<file path="src/rtl/tsl_rtl_pkg.sv">
`default_nettype none
// ============================================================================
//  Module      : tsl_rtl_pkg
//  Description : Shared definitions for the lane-wise mask blocks
//                (mask_expand / mask_compress). Holds the default lane
//                geometry, the lane-index type and a lane-slice helper.
//  Config      : none
//  Revision    : 1.0  initial release
// ============================================================================
package tsl_rtl_pkg;

    // Default geometry. Modules take their own VECTOR_SIZE / DATA_WIDTH
    // parameters defaulting to these, so these carry a _DEF suffix to keep
    // them distinct from the module-level parameter names.
    localparam int VECTOR_SIZE_DEF = 8;
    localparam int DATA_WIDTH_DEF  = 64;

    localparam int LANE_IDX_W = $clog2(VECTOR_SIZE_DEF);

    typedef logic [LANE_IDX_W-1:0] lane_idx_t;

    // Extract one lane from a flattened vector (default geometry).
    function automatic logic [DATA_WIDTH_DEF-1:0] lane_get(
        input logic [VECTOR_SIZE_DEF*DATA_WIDTH_DEF-1:0] vec,
        input lane_idx_t                                 lane
    );
        return vec[int'(lane)*DATA_WIDTH_DEF +: DATA_WIDTH_DEF];
    endfunction

endpackage
`default_nettype wire

</file>
<file path="src/rtl/mask_prefix_popcount.sv">
`default_nettype none
// ============================================================================
//  Module      : mask_prefix_popcount
//  Description : Combinational exclusive prefix popcount of a lane mask.
//                o_idx[i] = number of set bits in i_mask[i-1:0], o_idx[0]=0.
//                For a set lane this is its rank among the selected lanes,
//                which is the packed-source lane it reads (expand) or the
//                packed-destination lane it writes (compress).
//  Ports       : i_mask  [VECTOR_SIZE]        lane mask
//                o_idx   [VECTOR_SIZE][IDX_W] per-lane prefix count
//  Config      : none
//  Revision    : 1.0  initial release
// ============================================================================
module mask_prefix_popcount
    import tsl_rtl_pkg::*;
#(
    parameter int VECTOR_SIZE = VECTOR_SIZE_DEF,
    parameter int IDX_W       = $clog2(VECTOR_SIZE)
) (
    input  logic [VECTOR_SIZE-1:0] i_mask,
    output logic [IDX_W-1:0]       o_idx [VECTOR_SIZE]
);

    logic [IDX_W-1:0] w_acc;

    // Running sum; the count never exceeds VECTOR_SIZE-1 at any lane it is
    // written to, so IDX_W bits suffice (the final increment is discarded).
    always_comb begin
        w_acc = '0;
        for (int i = 0; i < VECTOR_SIZE; i++) begin
            o_idx[i] = w_acc;
            w_acc    = w_acc + IDX_W'(i_mask[i]);
        end
    end

endmodule
`default_nettype wire

</file>
<file path="src/rtl/mask_expand_module.sv">
`default_nettype none
// ============================================================================
//  Module      : mask_expand_module
//  Description : Lane-wise masked expand (inverse of mask_compress). The low
//                popcount(mask) lanes of datain_a are scattered in order to
//                the lanes whose mask bit is set; the remaining lanes take
//                datain_src (or zero when zmask is set). Two registered
//                stages with valid/ready backpressure, 1 vector/cycle.
//  Ports       : clock, reset (sync, active-high)
//                ivalid/oready  upstream handshake
//                ovalid/iready  downstream handshake
//                datain_src, datain_a [VECTOR_SIZE*DATA_WIDTH], maskin
//                zmask          (only with MASK_EXPAND_ZEROMASK_EN)
//                dataout        registered expanded vector
//  Config      : `MASK_EXPAND_ZEROMASK_EN adds the zmask input.
//  Revision    : 1.0  initial release
// ============================================================================
module mask_expand_module
    import tsl_rtl_pkg::*;
#(
    parameter int VECTOR_SIZE = VECTOR_SIZE_DEF,
    parameter int DATA_WIDTH  = DATA_WIDTH_DEF
) (
    input  logic                            clock,
    input  logic                            reset,
    input  logic                            ivalid,
    output logic                            oready,
    output logic                            ovalid,
    input  logic                            iready,
    input  logic [VECTOR_SIZE*DATA_WIDTH-1:0] datain_src,
    input  logic [VECTOR_SIZE*DATA_WIDTH-1:0] datain_a,
    input  logic [VECTOR_SIZE-1:0]          maskin,
`ifdef MASK_EXPAND_ZEROMASK_EN
    input  logic                            zmask,
`endif
    output logic [VECTOR_SIZE*DATA_WIDTH-1:0] dataout
);

    localparam int c_IDX_W = $clog2(VECTOR_SIZE);
    localparam int c_VEC_W = VECTOR_SIZE * DATA_WIDTH;

    logic                   w_en;
    logic                   w_zmask;
    logic [c_IDX_W-1:0]     w_idx [VECTOR_SIZE];

    logic                   r_s1_valid;
    logic [c_VEC_W-1:0]     r_s1_src;
    logic [c_VEC_W-1:0]     r_s1_a;
    logic [VECTOR_SIZE-1:0] r_s1_mask;
    logic [c_IDX_W-1:0]     r_s1_idx [VECTOR_SIZE];
    logic                   r_s1_zmask;

    logic                   r_ovalid;
    logic [c_VEC_W-1:0]     r_dataout;

    logic [DATA_WIDTH-1:0]  w_a_lane [VECTOR_SIZE];
    logic [c_VEC_W-1:0]     w_expand;

`ifdef MASK_EXPAND_ZEROMASK_EN
    assign w_zmask = zmask;
`else
    assign w_zmask = 1'b0;
`endif

    // Whole pipeline advances together unless the output holds an
    // unconsumed result.
    assign w_en   = ~r_ovalid | iready;
    assign oready = w_en;
    assign ovalid = r_ovalid;
    assign dataout = r_dataout;

    mask_prefix_popcount #(
        .VECTOR_SIZE (VECTOR_SIZE),
        .IDX_W       (c_IDX_W)
    ) u_prefix (
        .i_mask (maskin),
        .o_idx  (w_idx)
    );

    // Stage 1: capture operands and per-lane source index.
    always_ff @(posedge clock) begin
        if (reset) begin
            r_s1_valid <= 1'b0;
            r_s1_src   <= '0;
            r_s1_a     <= '0;
            r_s1_mask  <= '0;
            r_s1_idx   <= '{default: '0};
            r_s1_zmask <= 1'b0;
        end else if (w_en) begin
            r_s1_valid <= ivalid;
            // Data only matters in a valid slot; skip loading bubbles.
            if (ivalid) begin
                r_s1_src   <= datain_src;
                r_s1_a     <= datain_a;
                r_s1_mask  <= maskin;
                r_s1_idx   <= w_idx;
                r_s1_zmask <= w_zmask;
            end
        end
    end

    // Stage 2 lane muxes.
    for (genvar i = 0; i < VECTOR_SIZE; i++) begin : g_lane
        assign w_a_lane[i] = r_s1_a[i*DATA_WIDTH +: DATA_WIDTH];
        assign w_expand[i*DATA_WIDTH +: DATA_WIDTH] =
            r_s1_mask[i] ? w_a_lane[r_s1_idx[i]] :
            r_s1_zmask   ? '0 :
                           r_s1_src[i*DATA_WIDTH +: DATA_WIDTH];
    end

    // Stage 2: output register. Loading only valid slots keeps dataout
    // stable across bubbles.
    always_ff @(posedge clock) begin
        if (reset) begin
            r_ovalid  <= 1'b0;
            r_dataout <= '0;
        end else if (w_en) begin
            r_ovalid <= r_s1_valid;
            if (r_s1_valid) begin
                r_dataout <= w_expand;
            end
        end
    end

endmodule
`default_nettype wire

</file>
<file path="config.mk">
export PLATFORM = sky130hd
export DESIGN_NAME = mask_expand_module
export DESIGN_NICKNAME = d
export VERILOG_FILES = /design/src/rtl/tsl_rtl_pkg.sv /design/src/rtl/mask_prefix_popcount.sv /design/src/rtl/mask_expand_module.sv
export SDC_FILE = /design/constraint.sdc
export NUM_CORES = 2
export LEC_CHECK = 0
export BUFFER_PORTS_ARGS = -buffer_cell sky130_fd_sc_hd__buf_2
export CELL_PAD_IN_SITES_DETAIL_PLACEMENT = 1
export CELL_PAD_IN_SITES_GLOBAL_PLACEMENT = 2
export CORE_ASPECT_RATIO = 0.5
export CORE_MARGIN = 2
export CORE_UTILIZATION = 30
export CTS_BUF_LIST = sky130_fd_sc_hd__clkbuf_16
export DETAILED_ROUTE_END_ITERATION = 16
export HOLD_SLACK_MARGIN = 0.02
export PLACE_DENSITY = 0.78
export SETUP_SLACK_MARGIN = 0.5
export SLEW_MARGIN = 20
export SYNTH_ARGS = -nofsm -noshare
export SYNTH_HDL_FRONTEND = slang
export SYNTH_SLANG_ARGS = --single-unit
</file>
<file path="constraint.sdc">
create_clock -name clock -period 2.9 [get_ports clock]
set_input_delay 0.145 -clock clock [delete_from_list [all_inputs] [get_ports clock]]
set_output_delay 0.145 -clock clock [all_outputs]
set_load 0.05 [all_outputs]
</file>
==> metrics.yaml <==
routing:
  postRouteWirelength_um: 562000
  vias: 93500
  detail-route-antenna-nets: 0
  drc_errors: 0
  wire_per_inst_um: 37.4
  drt_iter0_markers: 12700
  dr.pass1.iters: 6
  viasPerCell: 6.22
floorplanning:
  pin_count: 1550
  coreArea_um2: 283000
  die_h_um: 382
  die_x_um: 759
  start_util_pct: 30.2
  rows: 138
  die-area_um2: 290000
worst_setup_path:
  crit_arrival_ps: 3190
  critPathRequiredTime_ps: 3590
  start_kind: "flip-flop"
  worstPathMaxFanout: 33
  cp-end-kind: "flip-flop"
  path_class: "reg -> reg"
placed_design:
  dp_hpwl_um: 404000
  post_dp_cell_area_um2: 98200
  place.port_buffers: 1549
  place_ws_ps: -342
  gp_congestion: 0.986
cts:
  worstSkewPairLatency_ps: 880
  clock_sinks: 1563
  tritoncts: "done"
  numCtsBuffers: 169
  htree_levels: 4
  cts_root_buffer: "clkbuf_16"
  ctsLongestPathBuffers: 4
  clkSlewWorstSetupHoldPaths_ps: 70
sta:
  fin_ws_ps: 400
  worstMarginPinSlew_ps: 1310
  finalSetupViolations: 0
  grt_setup_unrepaired: "true"
  slew_headroom_pct: 12.5
  timing.fmax_mhz: 400
  fin_crit_sh_pct: 86.2
  slew_viol_final: 0
  fin_crit_ps: 2500
  hold_viol: 0
  finalClockSkew_ps: 50.8
  final.hold.worst_slack_ps: 73.1
  timing.setup.tns_ps: 0
synthesis:
  ys_seq_area_share_pct: 36.6
  yosys_register_bits: 1563
  yosysTopAreaCellShare_pct: 36.6
  yosysUniqueCellTypes: 32
  syn-num-nets: 9946
  synth.avg_cell_area_um2: 9.61
  synth_area_um2: 85500
  yosys.area.top_type: "dfxtp_1"
  synth_area_leaders: "dfxtp_1 (37%), mux4_2 (19%), nand3_1 (8.0%)"
  syn_inst: 8898
  yosysWarnings: 0
power:
  vdd_drop_max_uv: 365
  p_clk_share_pct: 35.6
  power_frac_seq_pct: 39.2
  power.leakage_uw: 0.0412
  switching_share_pct: 34.8
  power.switching_uw: 21900
  combPwrFrac_pct: 25.2
  intPower_uw: 41000
  powerDensity_nw_per_um2: 547
layout:
  layout-drive-gt1-share_pct: 27.0
  fill_cells: 32000
  final_cell_area_um2: 115000
  nets: 12100
  syn2layout_area_growth_pct: 34.4
outcome:
  status: "finished, final reports clean"
min_path:
  hold_path.class: "in -> reg"
global_routing:
  grt_util_all_layers_pct: 36.9
  grt_pass1_vias: 91500
  grt_pass1_wl_um: 757000
  antenna_found_initial: 130
  grt_max_degree: 148
  global_route.overflow_total: 0
job:
  drv_cap: 0
-- flip-flops by register name, summed over array words and instances, names as in the netlist --
signal,flops
r_s1_src,512
ovalid,1
dataout,512
r_s1_a,512
r_s1_mask,8
r_s1_valid,1
r_s1_idx,17
-- cells in the mapped netlist --
master       n
buf_2      345
inv_2        3
nor4bb_1     1
nor3b_1    320
nor2b_1      1
xor3_1       1
nand2b_1   320
a211oi_1   131
xnor2_1      1
o221ai_1   320
a21oi_1   1242
dfxtp_1   1563
buf_4       54
mux4_2     704
ha_1        10
nor4_1       1
a21o_1       1
inv_1        4
nand4b_1     5
clkbuf_1   629
nor2_4       1
nand4_1      1
mux2i_1    512
nor2_1      65
nand3_1   1365
o21ai_0   1109
nand2_1      2
buf_6       33
a2111o_1    64
buf_1       87
clkbuf_2     1
fa_1         2
-- per-stage QoR --
step	cells	total power [uW]	util (%)
2_1_floorplan	8898	32000	-
3_3_place_gp	13500	38800	34.7
3_5_place_dp	13500	39000	34.7
4_1_cts	14900	62400	40.4
5_1_grt	15000	64400	40.6
6_report	15000	62900	40.6
-- layout by cell type (no fill, tap or decap), types with 179 or more instances in the layout --
cell type / n
dfxtp_1: 1533
clkbuf_16: 179
buf_4: 343
mux2i_1: 509
nand3_1: 1363
a21oi_1: 1242
o221ai_1: 320
buf_2: 1546
nand2b_1: 320
nor3b_1: 320
o21ai_0: 1109
dlygate4sd3_1: 1083
mux4_2: 704
-- area by class of cell --
class                   instances  area [um^2]  share of cell area (%)
repair inverters                1         8.76                 0.00762
repair buffers               3121        24200                    21.1
flip-flops and latches       1563        31400                    27.3
clock inverters               119          876                   0.762
inverters                       7         52.6                  0.0457
well taps                    3780         4730                    4.11
diodes                         99          248                   0.215
multi-input cells            6179        49100                    42.7
clock buffers                 175         4380                    3.81
-- final timing paths --
path | endpoint | slack, ps | cells past startpoint | start
setup reg to reg | dataout[332] | 400 | 5 | r_s1_idx[6]
setup / recovery | dataout[332] | 400 | 5 | r_s1_idx[6]
hold reg to reg | r_s1_src[161] | 470 | 2 | r_s1_src[161]
hold / removal | r_s1_a[113] | 70 | 7 | iready
-- worst max-delay path, stage by stage, from the launching register on --
cell	delay [ps]
dfxtp_4	540
buf_12	320
mux4_2	540
mux2i_1	550
buf_4	230
o221ai_1	100
-- cells by family after synthesis --
| family | Yosys count | share of synthesized area (%) |
|---|---|---|
| buffers and inverters | 1156 | 6.11 |
| and+or+nand+nor | 2082 | 13.5 |
| AOI/OAI and AO/OA | 2867 | 19.0 |
| adders and majority gates | 12 | 0.193 |
| DFF | 1563 | 36.6 |
| muxes | 1216 | 24.5 |
| xor gates and xnor gates | 2 | 0.0380 |
-- repair_timing --
action | CTS | global route
endpoints found under the setup margin | 5 | 184
hold buffers | 1083 | 0
gates cloned | 3 | 4
buffers inserted | 11 | 1
hold endpoints to repair | 1035 | 0
gates resized for setup | 7 | 17
-- power by group through the flow --
stage	registers [uW]	logic (uW)	clock network [uW]
after floorplan	24800	7250	0
after global placement	24900	13900	0
after detailed placement	25000	14000	0
after CTS	24500	15300	22500
after global routing	24700	16300	23400
final	24700	15800	22400
-- layer usage --
metal	wire (um)	global-route usage [%]	share of wire, %
met5	54	0.999	0.0096
met4	52300	28.4	9.3
met3	75700	15.7	13
met2	217000	48.7	39
met1	217000	46.9	39
Power figures use the tool's default switching activity.
